===== config.mk =====
export PLATFORM = sky130hd
export DESIGN_NAME = redmule_tcdm_arbiter_flat
export DESIGN_NICKNAME = d
export VERILOG_FILES = /design/src/rtl/redmule_tcdm_arbiter_if.sv /design/src/rtl/redmule_tcdm_arbiter.sv /design/src/flat_wrapper.sv
export SDC_FILE = /design/constraint.sdc
export NUM_CORES = 1
export LEC_CHECK = 0
export ABC_AREA = 0
export CORE_AREA = 4 4 596 598
export CTS_CLUSTER_DIAMETER = 150
export DETAILED_ROUTE_END_ITERATION = 16
export DIE_AREA = 0 0 600 602
export PLACE_DENSITY = 0.3
export SLEW_MARGIN = 15
export SYNTH_ARGS = -nofsm -noshare
export SYNTH_HDL_FRONTEND = slang
export SYNTH_SLANG_ARGS = --single-unit

===== constraint.sdc =====
create_clock -name clk_i -period 4.5 [get_ports clk_i]
set_input_delay 0.45 -clock clk_i [delete_from_list [all_inputs] [get_ports clk_i]]
set_output_delay 0.45 -clock clk_i [all_outputs]
set_load 0.005 [all_outputs]

===== src/rtl/redmule_tcdm_arbiter_if.sv =====
// Bus bundle between the RedMulE wide streamer, the core data port and the MP-lane TCDM bank.
// The arbiter takes the slave view; the surrounding system (or bench) takes the master view.
interface redmule_tcdm_arbiter_if #(
   parameter int unsigned MP = 8
);
   logic              hwpe_req_i;
   logic              hwpe_gnt_o;
   logic [31:0]       hwpe_add_i;
   logic              hwpe_wen_i;
   logic [4*MP-1:0]   hwpe_be_i;
   logic [32*MP-1:0]  hwpe_data_i;
   logic              hwpe_r_valid_o;
   logic [32*MP-1:0]  hwpe_r_data_o;

   logic              core_req_i;
   logic              core_gnt_o;
   logic [31:0]       core_add_i;
   logic              core_wen_i;
   logic [3:0]        core_be_i;
   logic [31:0]       core_data_i;
   logic              core_r_valid_o;
   logic [31:0]       core_r_data_o;

   logic [MP-1:0]     mem_req_o;
   logic [32*MP-1:0]  mem_add_o;
   logic [MP-1:0]     mem_wen_o;
   logic [4*MP-1:0]   mem_be_o;
   logic [32*MP-1:0]  mem_data_o;
   logic [MP-1:0]     mem_gnt_i;
   logic [MP-1:0]     mem_r_valid_i;
   logic [32*MP-1:0]  mem_r_data_i;

   modport slave (
      input  hwpe_req_i, hwpe_add_i, hwpe_wen_i, hwpe_be_i, hwpe_data_i,
      output hwpe_gnt_o, hwpe_r_valid_o, hwpe_r_data_o,
      input  core_req_i, core_add_i, core_wen_i, core_be_i, core_data_i,
      output core_gnt_o, core_r_valid_o, core_r_data_o,
      output mem_req_o, mem_add_o, mem_wen_o, mem_be_o, mem_data_o,
      input  mem_gnt_i, mem_r_valid_i, mem_r_data_i
   );

   modport master (
      output hwpe_req_i, hwpe_add_i, hwpe_wen_i, hwpe_be_i, hwpe_data_i,
      input  hwpe_gnt_o, hwpe_r_valid_o, hwpe_r_data_o,
      output core_req_i, core_add_i, core_wen_i, core_be_i, core_data_i,
      input  core_gnt_o, core_r_valid_o, core_r_data_o,
      input  mem_req_o, mem_add_o, mem_wen_o, mem_be_o, mem_data_o,
      output mem_gnt_i, mem_r_valid_i, mem_r_data_i
   );
endinterface


===== src/rtl/redmule_tcdm_arbiter.sv =====
// HWPE-priority TCDM arbiter with core starvation boost and in-order owner-tracked responses.
// Optional performance counters are enabled by defining REDMULE_TCDM_ARB_PERF_CNT_EN.
//
// state     | meaning
// PRIO_HWPE | wide streamer wins ties; counting consecutive core losses
// PRIO_CORE | core boosted after STARVE_LIMIT losses until it handshakes or drops req
module redmule_tcdm_arbiter #(
   parameter int unsigned MP           = 8,
   parameter int unsigned MAX_OUT      = 2,
   parameter int unsigned STARVE_LIMIT = 16
) (
   input  logic clk_i,
   input  logic rst_i,
`ifdef REDMULE_TCDM_ARB_PERF_CNT_EN
   input  logic        perf_clr_i,
   output logic [31:0] perf_hwpe_gnt_o,
   output logic [31:0] perf_core_gnt_o,
   output logic [31:0] perf_core_stall_o,
`endif
   redmule_tcdm_arbiter_if.slave bus
);
   localparam int unsigned LW = $clog2(MP);
   localparam int unsigned PW = (MAX_OUT > 1) ? $clog2(MAX_OUT) : 1;
   localparam int unsigned CW = $clog2(MAX_OUT + 1);
   localparam int unsigned SW = $clog2(STARVE_LIMIT + 1);

   typedef enum logic {PRIO_HWPE, PRIO_CORE} prio_e;

   prio_e          state_q, state_d;
   logic [SW-1:0]  starve_q, starve_d;
   logic [LW-1:0]  core_lane;
   logic           fifo_full, hwpe_win, core_win, hwpe_hs, core_hs, push, pop;
   logic           hwpe_rv, core_rv, head_owner;
   logic [LW-1:0]  head_lane;
   logic [CW-1:0]  cnt_q;
   logic [PW-1:0]  wr_q, rd_q;
   logic           owner_q [MAX_OUT];
   logic [LW-1:0]  lane_q  [MAX_OUT];

   function automatic logic [PW-1:0] ptr_inc(input logic [PW-1:0] p);
      return (p == PW'(MAX_OUT - 1)) ? '0 : p + PW'(1);
   endfunction

   assign core_lane = bus.core_add_i[2 +: LW];
   // A same-cycle pop never unblocks a full FIFO, so only the registered count is used.
   assign fifo_full = (cnt_q == CW'(MAX_OUT));

   always_comb begin
      hwpe_win = 1'b0;
      core_win = 1'b0;
      if (!rst_i && !fifo_full) begin
         if (state_q == PRIO_HWPE) begin
            hwpe_win = bus.hwpe_req_i;
            core_win = !bus.hwpe_req_i && bus.core_req_i;
         end else begin
            core_win = bus.core_req_i;
            hwpe_win = !bus.core_req_i && bus.hwpe_req_i;
         end
      end
   end

   assign hwpe_hs        = hwpe_win & (&bus.mem_gnt_i);
   assign core_hs        = core_win & bus.mem_gnt_i[core_lane];
   assign bus.hwpe_gnt_o = hwpe_hs;
   assign bus.core_gnt_o = core_hs;
   assign push           = hwpe_hs | core_hs;

   always_comb begin
      bus.mem_req_o  = '0;
      bus.mem_add_o  = '0;
      bus.mem_wen_o  = '0;
      bus.mem_be_o   = '0;
      bus.mem_data_o = '0;
      for (int ii = 0; ii < MP; ii++) begin
         if (hwpe_win) begin
            bus.mem_req_o[ii]           = 1'b1;
            bus.mem_add_o[32*ii +: 32]  = bus.hwpe_add_i + 32'(4 * ii);
            bus.mem_wen_o[ii]           = bus.hwpe_wen_i;
            bus.mem_be_o[4*ii +: 4]     = bus.hwpe_be_i[4*ii +: 4];
            bus.mem_data_o[32*ii +: 32] = bus.hwpe_data_i[32*ii +: 32];
         end else if (core_win && (core_lane == LW'(ii))) begin
            bus.mem_req_o[ii]           = 1'b1;
            bus.mem_add_o[32*ii +: 32]  = bus.core_add_i;
            bus.mem_wen_o[ii]           = bus.core_wen_i;
            bus.mem_be_o[4*ii +: 4]     = bus.core_be_i;
            bus.mem_data_o[32*ii +: 32] = bus.core_data_i;
         end
      end
   end

   // Responses with no outstanding owner are dropped.
   assign head_owner         = owner_q[rd_q];
   assign head_lane          = lane_q[rd_q];
   assign hwpe_rv            = (cnt_q != '0) && !head_owner && (&bus.mem_r_valid_i);
   assign core_rv            = (cnt_q != '0) && head_owner && bus.mem_r_valid_i[head_lane];
   assign pop                = hwpe_rv | core_rv;
   assign bus.hwpe_r_valid_o = hwpe_rv;
   assign bus.core_r_valid_o = core_rv;
   assign bus.hwpe_r_data_o  = hwpe_rv ? bus.mem_r_data_i : '0;
   assign bus.core_r_data_o  = core_rv ? bus.mem_r_data_i[32*head_lane +: 32] : 32'h0;

   always_ff @(posedge clk_i or posedge rst_i) begin
      if (rst_i) begin
         cnt_q <= '0;
         wr_q  <= '0;
         rd_q  <= '0;
         for (int i = 0; i < MAX_OUT; i++) begin
            owner_q[i] <= 1'b0;
            lane_q[i]  <= '0;
         end
      end else begin
         if (push) begin
            owner_q[wr_q] <= core_hs;
            lane_q[wr_q]  <= core_lane;
            wr_q          <= ptr_inc(wr_q);
         end
         if (pop) rd_q <= ptr_inc(rd_q);
         if (push && !pop)      cnt_q <= cnt_q + CW'(1);
         else if (pop && !push) cnt_q <= cnt_q - CW'(1);
      end
   end

   always_ff @(posedge clk_i or posedge rst_i) begin
      if (rst_i) begin
         state_q  <= PRIO_HWPE;
         starve_q <= '0;
      end else begin
         state_q  <= state_d;
         starve_q <= starve_d;
      end
   end

   always_comb begin
      state_d  = state_q;
      starve_d = starve_q;
      if (state_q == PRIO_HWPE) begin
         if (!bus.core_req_i || core_hs) begin
            starve_d = '0;
         end else if (starve_q + SW'(1) == SW'(STARVE_LIMIT)) begin
            state_d  = PRIO_CORE;
            starve_d = SW'(STARVE_LIMIT);
         end else begin
            starve_d = starve_q + SW'(1);
         end
      end else if (!bus.core_req_i || core_hs) begin
         state_d  = PRIO_HWPE;
         starve_d = '0;
      end
   end

`ifdef REDMULE_TCDM_ARB_PERF_CNT_EN
   always_ff @(posedge clk_i or posedge rst_i) begin
      if (rst_i) begin
         perf_hwpe_gnt_o   <= '0;
         perf_core_gnt_o   <= '0;
         perf_core_stall_o <= '0;
      end else if (perf_clr_i) begin
         perf_hwpe_gnt_o   <= '0;
         perf_core_gnt_o   <= '0;
         perf_core_stall_o <= '0;
      end else begin
         if (hwpe_hs && (perf_hwpe_gnt_o != '1)) perf_hwpe_gnt_o <= perf_hwpe_gnt_o + 32'd1;
         if (core_hs && (perf_core_gnt_o != '1)) perf_core_gnt_o <= perf_core_gnt_o + 32'd1;
         if (bus.core_req_i && !core_hs && (perf_core_stall_o != '1))
            perf_core_stall_o <= perf_core_stall_o + 32'd1;
      end
   end
`endif
endmodule


===== src/flat_wrapper.sv =====
// flat-port wrapper written by rule: the top's interface ports become plain ports
module redmule_tcdm_arbiter_flat 
#(
   parameter int unsigned MP           = 8,
   parameter int unsigned MAX_OUT      = 2,
   parameter int unsigned STARVE_LIMIT = 16
)
  (clk_i, rst_i, bus_hwpe_req_i, bus_hwpe_add_i, bus_hwpe_wen_i, bus_hwpe_be_i, bus_hwpe_data_i, bus_hwpe_gnt_o, bus_hwpe_r_valid_o, bus_hwpe_r_data_o, bus_core_req_i, bus_core_add_i, bus_core_wen_i, bus_core_be_i, bus_core_data_i, bus_core_gnt_o, bus_core_r_valid_o, bus_core_r_data_o, bus_mem_req_o, bus_mem_add_o, bus_mem_wen_o, bus_mem_be_o, bus_mem_data_o, bus_mem_gnt_i, bus_mem_r_valid_i, bus_mem_r_data_i);
  redmule_tcdm_arbiter_if #(.MP(MP)) bus_i ();
  input  logic clk_i;
  input  logic rst_i;
  input wire logic [$bits(bus_i.hwpe_req_i)-1:0] bus_hwpe_req_i;
  input wire logic [$bits(bus_i.hwpe_add_i)-1:0] bus_hwpe_add_i;
  input wire logic [$bits(bus_i.hwpe_wen_i)-1:0] bus_hwpe_wen_i;
  input wire logic [$bits(bus_i.hwpe_be_i)-1:0] bus_hwpe_be_i;
  input wire logic [$bits(bus_i.hwpe_data_i)-1:0] bus_hwpe_data_i;
  output wire logic [$bits(bus_i.hwpe_gnt_o)-1:0] bus_hwpe_gnt_o;
  output wire logic [$bits(bus_i.hwpe_r_valid_o)-1:0] bus_hwpe_r_valid_o;
  output wire logic [$bits(bus_i.hwpe_r_data_o)-1:0] bus_hwpe_r_data_o;
  input wire logic [$bits(bus_i.core_req_i)-1:0] bus_core_req_i;
  input wire logic [$bits(bus_i.core_add_i)-1:0] bus_core_add_i;
  input wire logic [$bits(bus_i.core_wen_i)-1:0] bus_core_wen_i;
  input wire logic [$bits(bus_i.core_be_i)-1:0] bus_core_be_i;
  input wire logic [$bits(bus_i.core_data_i)-1:0] bus_core_data_i;
  output wire logic [$bits(bus_i.core_gnt_o)-1:0] bus_core_gnt_o;
  output wire logic [$bits(bus_i.core_r_valid_o)-1:0] bus_core_r_valid_o;
  output wire logic [$bits(bus_i.core_r_data_o)-1:0] bus_core_r_data_o;
  output wire logic [$bits(bus_i.mem_req_o)-1:0] bus_mem_req_o;
  output wire logic [$bits(bus_i.mem_add_o)-1:0] bus_mem_add_o;
  output wire logic [$bits(bus_i.mem_wen_o)-1:0] bus_mem_wen_o;
  output wire logic [$bits(bus_i.mem_be_o)-1:0] bus_mem_be_o;
  output wire logic [$bits(bus_i.mem_data_o)-1:0] bus_mem_data_o;
  input wire logic [$bits(bus_i.mem_gnt_i)-1:0] bus_mem_gnt_i;
  input wire logic [$bits(bus_i.mem_r_valid_i)-1:0] bus_mem_r_valid_i;
  input wire logic [$bits(bus_i.mem_r_data_i)-1:0] bus_mem_r_data_i;
  assign bus_i.hwpe_req_i = bus_hwpe_req_i;
  assign bus_i.hwpe_add_i = bus_hwpe_add_i;
  assign bus_i.hwpe_wen_i = bus_hwpe_wen_i;
  assign bus_i.hwpe_be_i = bus_hwpe_be_i;
  assign bus_i.hwpe_data_i = bus_hwpe_data_i;
  assign bus_hwpe_gnt_o = bus_i.hwpe_gnt_o;
  assign bus_hwpe_r_valid_o = bus_i.hwpe_r_valid_o;
  assign bus_hwpe_r_data_o = bus_i.hwpe_r_data_o;
  assign bus_i.core_req_i = bus_core_req_i;
  assign bus_i.core_add_i = bus_core_add_i;
  assign bus_i.core_wen_i = bus_core_wen_i;
  assign bus_i.core_be_i = bus_core_be_i;
  assign bus_i.core_data_i = bus_core_data_i;
  assign bus_core_gnt_o = bus_i.core_gnt_o;
  assign bus_core_r_valid_o = bus_i.core_r_valid_o;
  assign bus_core_r_data_o = bus_i.core_r_data_o;
  assign bus_mem_req_o = bus_i.mem_req_o;
  assign bus_mem_add_o = bus_i.mem_add_o;
  assign bus_mem_wen_o = bus_i.mem_wen_o;
  assign bus_mem_be_o = bus_i.mem_be_o;
  assign bus_mem_data_o = bus_i.mem_data_o;
  assign bus_i.mem_gnt_i = bus_mem_gnt_i;
  assign bus_i.mem_r_valid_i = bus_mem_r_valid_i;
  assign bus_i.mem_r_data_i = bus_mem_r_data_i;
  redmule_tcdm_arbiter #(.MP(MP), .MAX_OUT(MAX_OUT), .STARVE_LIMIT(STARVE_LIMIT)) u_core (.clk_i(clk_i), .rst_i(rst_i), .bus(bus_i));
endmodule

* After elaboration in Yosys (flattened, before gate mapping)
Cells that the tools add are included.
** Word-level totals
- Logic and storage cells :: 188
- Register bits :: 18
** Cells by class
- Shift-type cells :: 1
- Add/subtract/negate cells :: 12
- $lt $le $gt $ge :: 5
- Reductions and logical operators :: 31
- Mux-type cells :: 114
- Equality and inequality tests :: 10
- Bitwise gates (word level) :: 6
** Operators with widths (number)
- 32-bit 2-to-1 mux :: 33
- 256-bit 2-to-1 mux :: 1
- 256-bit by 9-bit indexed part select with 32-bit output :: 1
- 32-bit by 5-bit adder with 32-bit output, second input constant :: 4
- 32-bit by 4-bit adder with 32-bit output, second input constant :: 2
- 4-bit 2-to-1 mux :: 16
- 1-bit 2-to-1 mux :: 48
- 32-bit by 3-bit adder with 32-bit output, second input constant :: 1
- 5-bit 2-to-1 mux :: 4
- 1-bit logical AND :: 18
- 8-bit AND reduction :: 2
- 3-bit equality test, second input constant :: 4
- 3-bit 2-to-1 mux :: 4
- 3-bit by 4-bit < comparator with 1-bit output, second input constant :: 2
- 1-bit zero test :: 7
- 1-bit binary-select mux with 3-bit select :: 2
- 6-bit bitwise mux :: 1
- 3-bit by 2-bit equality test with 1-bit output, second input constant :: 2
- 5-bit by 1-bit adder with 5-bit output, second input constant :: 1
- 5-bit equality test, second input constant :: 1
- 2-bit greater-or-equal comparator, second input constant :: 2
- 2-bit 2-to-1 mux :: 2
- 1-bit NOT with 2-bit output :: 2
- 2-bit nonzero test :: 2
- other kinds (14) :: 17

* Depth between registers and ports, before layout
Gate-level depths: netlist of run 1.
- Depth in word-level cells :: 11
- Gate-level depth with buffers :: 10
- Depth with buffers taken out :: 8

* Least setup slack after synthesis of run 1
Ideal clock, no wire load.
- Path kind :: input to output
- Start point :: input port bus_hwpe_add_i[2]
- End point :: output port bus_mem_add_o[254]
- Arrival :: 2.222 ns
- Stages on the path :: 8
- Path buffers :: 1
- Setup slack :: 1.828 ns
- Cell sequence :: clkinv_1 -> ha_1 -> clkbuf_1 -> nand2b_1 -> a2111o_1 -> nand3b_1 -> xor2_1 -> o21ai_0
** On the way
- Cells in the longest elaborated chain, start to end :: 2
** RTL lines
- start, declared :: line flat_wrapper.sv:13 : input wire logic [$bits(bus_i.hwpe_add_i)-1:0] bus_hwpe_add_i;
- 32-bit by 5-bit adder with 32-bit output :: line redmule_tcdm_arbiter.sv:77 : bus.mem_add_o[32*ii +: 32] = bus.hwpe_add_i + 32'(4 * ii);
- 32-bit 2-to-1 mux :: line redmule_tcdm_arbiter.sv:75 : if (hwpe_win) begin
- end, declared :: line flat_wrapper.sv:29 : output wire logic [$bits(bus_i.mem_add_o)-1:0] bus_mem_add_o;
No other way between the ends.

* Worst setup path in the final report of run 1
- Start point :: input port bus_hwpe_add_i[11]
- End point :: output port bus_mem_add_o[212]
Same word-level chain as after synthesis.

==> results of run 1 <==
==> through the flow <==
step	power [uW]	TNS (ps)	utilization, %	std cells	setup WS, ps
after CTS	8880	0	10.6	8065	104
after global placement	8650	-121	10.5	8061	-121
final	8720	0	10.6	8129	107
after floorplan	3200	0	-	2026	1830
after detailed placement	8610	-44.9	10.5	8061	-44.9
after global routing	9090	0	10.6	8080	76.2
==> cells by family after synthesis <==
| family | share of synthesized area [%] |
|---|---|
| flops | 3.30 |
| simple gates | 31.2 |
| fa+ha+maj | 1.01 |
| compound gates | 31.9 |
| xor+xnor | 11.6 |
| buf+inv | 8.75 |
| mux | 12.2 |
==> registers in the layout, indices dropped and copies added (netlist names) <==
signal / flops
u_core.lane_q: 6
u_core.starve_q: 5
u_core.owner_q: 2
u_core.state_q: 1
u_core.cnt_q: 2
u_core.rd_q: 1
u_core.wr_q: 1
==> layer usage <==
metal  vias to the layer above  part of all wire, %  wire, um  GRT usage, %
met2                      1660                   47    152000          28.6
li1                      10200                    -         -             -
met5                         -                 0.27       870             0
met1                     12800                   40    132000          20.7
met3                       417                   11     35300          7.36
met4                       132                  1.7      5500          2.43
==> area by class of cell <==
class	instances	area, um2	area share (%)
timing repair buffer	1710	18400	49.7
multi-input combinational	1718	12100	32.7
inverter	16	60.1	0.162
sequential	18	450	1.22
clock buffer	4	88.8	0.240
antenna	64	160	0.433
tap	4599	5750	15.5
==> power groups by stage <==
stage / clock (uW) / combinational (uW) / sequential, uW
2_1_floorplan: 0 / 2940 / 260
3_3_place_gp: 0 / 8340 / 305
3_5_place_dp: 0 / 8300 / 308
5_1_grt: 222 / 8550 / 316
6_report: 213 / 8200 / 306
4_1_cts: 220 / 8360 / 305
==> layout by cell type, fill, tap and decap left out, types with 13 or more instances in the layout <==
master	instances
sky130_fd_sc_hd__clkdlybuf4s50_1	1272
sky130_fd_sc_hd__a22o_1	332
sky130_fd_sc_hd__nand2_1	326
sky130_fd_sc_hd__and2_1	262
sky130_fd_sc_hd__buf_4	247
sky130_fd_sc_hd__buf_12	191
sky130_fd_sc_hd__o21ai_0	184
sky130_fd_sc_hd__xor2_1	93
sky130_fd_sc_hd__xnor2_1	88
sky130_fd_sc_hd__diode_2	64
sky130_fd_sc_hd__mux4_2	64
sky130_fd_sc_hd__nor2_1	62
sky130_fd_sc_hd__a21oi_1	59
sky130_fd_sc_hd__nand3_1	52
sky130_fd_sc_hd__nor3_1	33
sky130_fd_sc_hd__nand4_1	30
sky130_fd_sc_hd__dfrtp_1	18
sky130_fd_sc_hd__inv_1	13
==> worst max path at each step <==
stage,end,start,slack (ps)
detailed placement,bus_mem_add_o[74],bus_hwpe_add_i[8],-40
finish,bus_mem_add_o[212],bus_hwpe_add_i[11],110
global route,bus_mem_add_o[212],bus_hwpe_add_i[11],80
CTS,bus_mem_add_o[212],bus_hwpe_add_i[11],100
global placement,bus_mem_add_o[74],bus_hwpe_add_i[8],-120
floorplan,bus_mem_add_o[254],bus_hwpe_add_i[2],1830
==> synth_stat cells, types with 2 or more instances <==
master	count	area share, %
sky130_fd_sc_hd__nand2_1	326	9.0
sky130_fd_sc_hd__nor4_2	3	0.28
sky130_fd_sc_hd__and3_1	5	0.23
sky130_fd_sc_hd__a21oi_1	59	2.2
sky130_fd_sc_hd__dfrtp_1	18	3.3
sky130_fd_sc_hd__nand3_1	52	1.9
sky130_fd_sc_hd__nand2b_1	5	0.23
sky130_fd_sc_hd__nor2_1	62	1.7
sky130_fd_sc_hd__xor2_1	93	6.0
sky130_fd_sc_hd__buf_2	53	1.9
sky130_fd_sc_hd__clkbuf_2	4	0.15
sky130_fd_sc_hd__nor2b_1	6	0.28
sky130_fd_sc_hd__a22o_1	332	21
sky130_fd_sc_hd__nor3b_1	7	0.39
sky130_fd_sc_hd__nor3_1	34	1.2
sky130_fd_sc_hd__nor3_2	7	0.51
sky130_fd_sc_hd__buf_4	9	0.50
sky130_fd_sc_hd__clkbuf_1	154	4.2
sky130_fd_sc_hd__nand4_1	30	1.4
sky130_fd_sc_hd__o21ai_1	9	0.33
sky130_fd_sc_hd__mux2i_1	11	0.81
sky130_fd_sc_hd__or4_1	4	0.22
sky130_fd_sc_hd__o211ai_1	3	0.17
sky130_fd_sc_hd__or3_1	8	0.37
sky130_fd_sc_hd__inv_1	13	0.36
sky130_fd_sc_hd__clkinv_1	2	0.055
sky130_fd_sc_hd__buf_1	54	1.5
sky130_fd_sc_hd__xnor2_1	88	5.7
sky130_fd_sc_hd__o21ai_0	185	6.8
sky130_fd_sc_hd__a211o_1	7	0.45
sky130_fd_sc_hd__mux4_2	64	11
sky130_fd_sc_hd__nor4_1	13	0.60
sky130_fd_sc_hd__and2_1	262	12
sky130_fd_sc_hd__mux2_2	8	0.66
sky130_fd_sc_hd__ha_1	11	1.0
sky130_fd_sc_hd__and4_1	5	0.32
==> results by group, run 1 <==
Status
  – Status: finished clean

Yosys
  – Syn Inst Count: 2026
  – Number of distinct library cells after synthesis: 56
  – Share of synthesized area occupied by flip-flops and latches: 3.30%
  – Post-synth ARST share: 100%
  – Synthesized flop and latch total: 18
  – Post-Syn Area per Cell: 6.73 um2
  – EDFF count, synth: 0
  – Number of warnings printed during yosys synthesis: 0
  – Netlist Area Pre-Place: 13600 um2
  – Most used flip-flop cell after synthesis: sky130_fd_sc_hd__dfrtp_1
  – Mapped Nets: 2703

Setup path
  – Critical Path Start Type: primary input
  – Setup CP Type: in2out
  – Worst-path cell chain: clkdlybuf4s50_1 > nand4_1 > buf_4 > nor4_1 > a21oi_1 > xor2_1 > o21ai_0 > clkdlybuf4s50_1
  – Reg-to-reg slack, setup: 1600 ps
  – Worst setup EP type: output pin
  – Buf+Inv Stages, Crit Path: 3
  – Endpoint required time on the critical path: 4050 ps
  – Biggest fanout along the worst timing path: 13
  – Most frequent cell on the critical path: sky130_fd_sc_hd__clkdlybuf4s50_1
  – Critical Path Stages: 8
  – Slowest cell delay on critical path: 950 ps
  – Cell family contributing the most delay on the critical path: buffers and inverters
  – Slowest stage cell, crit path: sky130_fd_sc_hd__nor4_1
  – Arrival time reported for the critical path endpoint: 3940 ps
  – Destination of the worst register-to-register timing path: u_core.cnt_q[1]$_DFFE_PP0P_
  – R2r worst-path depth: 7
  – Startpoint of the worst register-to-register path: u_core.rd_q$_DFFE_PP0P_

Drt
  – Total via count in the routed design: 25200
  – Number of DRC markers after the initial detailed-route iteration: 2597
  – Number of search-and-repair iterations in the first detailed-routing pass: 5
  – Post-detailed-route count of antenna-violating nets: 0
  – Vias per cell: 3.10
  – Post-route DRC violation count: 0
  – Total detailed-routing wirelength: 326000 um
  – DR WL/cell: 40.1 um

STA
  – Worst slew pin tran: 1160 ps
  – Highest attainable clock frequency: 228 MHz
  – Number of pins exceeding their max-slew limit in the final report: 0
  – Clock period minus worst slack: 4390 ps
  – # setup viols final: 0
  – Period utilisation layout: 97.6%
  – Post-route worst hold slack: 515 ps
  – Final Hold Fails: 0
  – Final Skew: 8.82 ps
  – Max transition margin: 22.3%
  – Setup repair after global routing missed its margin: no

Layout
  – Layout cells sized above 1: 15.5%
  – Net count, final: 4144
  – P&R area growth vs syn: 171%
  – Fill cell count: 40500
  – Final design instance area without fill: 37000 um2

Floorplanning
  – Area of the die: 361000 um2
  – Die Span X: 600 um
  – Number of placement rows: 217
  – Placeable Area: 349000 um2
  – Top Ports: 1518
  – Die Span Y: 602 um
  – Effective utilization at floorplan: 3.91%

Power and ir drop
  – Sequential fraction of design power: 3.5%
  – Power Dens Cells: 235 nW/um2
  – Net switching fraction of the power: 52.5%
  – Internal power: 4140 uW
  – Relative contribution of combinational cells to total power: 94.0%
  – Power share of the clock group: 2.4%
  – Static Leak: 0.0120 uW
  – Total net switching power: 4570 uW
  – Highest ir drop seen on vdd: 0.393 mV

Clock tree
  – Register clock-pin slew on the reported worst setup and hold paths: 60 ps
  – CTS H-tree depth: 1
  – Clock latency on the worst-skew pair: 270 ps
  – Clock tree from TritonCTS: built
  – Root Buffer: sky130_fd_sc_hd__clkbuf_16
  – Total clock buffers created by CTS: 3
  – Clock buffer depth: 2
  – Post-CTS setup buffers: 0
  – Cts hold-fix bufs: 0
  – Num Clock Sinks: 18
  – Cells resized by post-CTS repair: 1

Worst hold path
  – Count of cells along the worst hold path: 1
  – Worst Hold Class: reg2reg
  – Min-delay src: u_core.owner_q[0]$_DFFE_PP0P_
  – Hold Crit Endpoint: u_core.owner_q[0]$_DFFE_PP0P_

Job
  – Max capacitance violation total: 0

GRT
  – Overflow left after global routing: 0
  – GRT Total Usage: 17.1%
  – Wire length of the first global-routing pass: 383000 um
  – Number of global-route vias before repair: 24200
  – Antenna violations before repair: 268
  – Maximum number of pins on one net before global-route repair: 108

Placed design
  – Post-DP Area: 36800 um2
  – Global placement routability congestion: 0.950
  – Port Buffer Count: 1517
  – Placed wire-length estimate: 293000 um
No activity file was read; power rests on OpenSTA's default activity.
==> run 2: changes to the inputs <==
CTS_CLUSTER_SIZE = 12   (was not set)
==> results of run 2 <==
The final DEF is identical to that of run 1; final timing and power are the same.
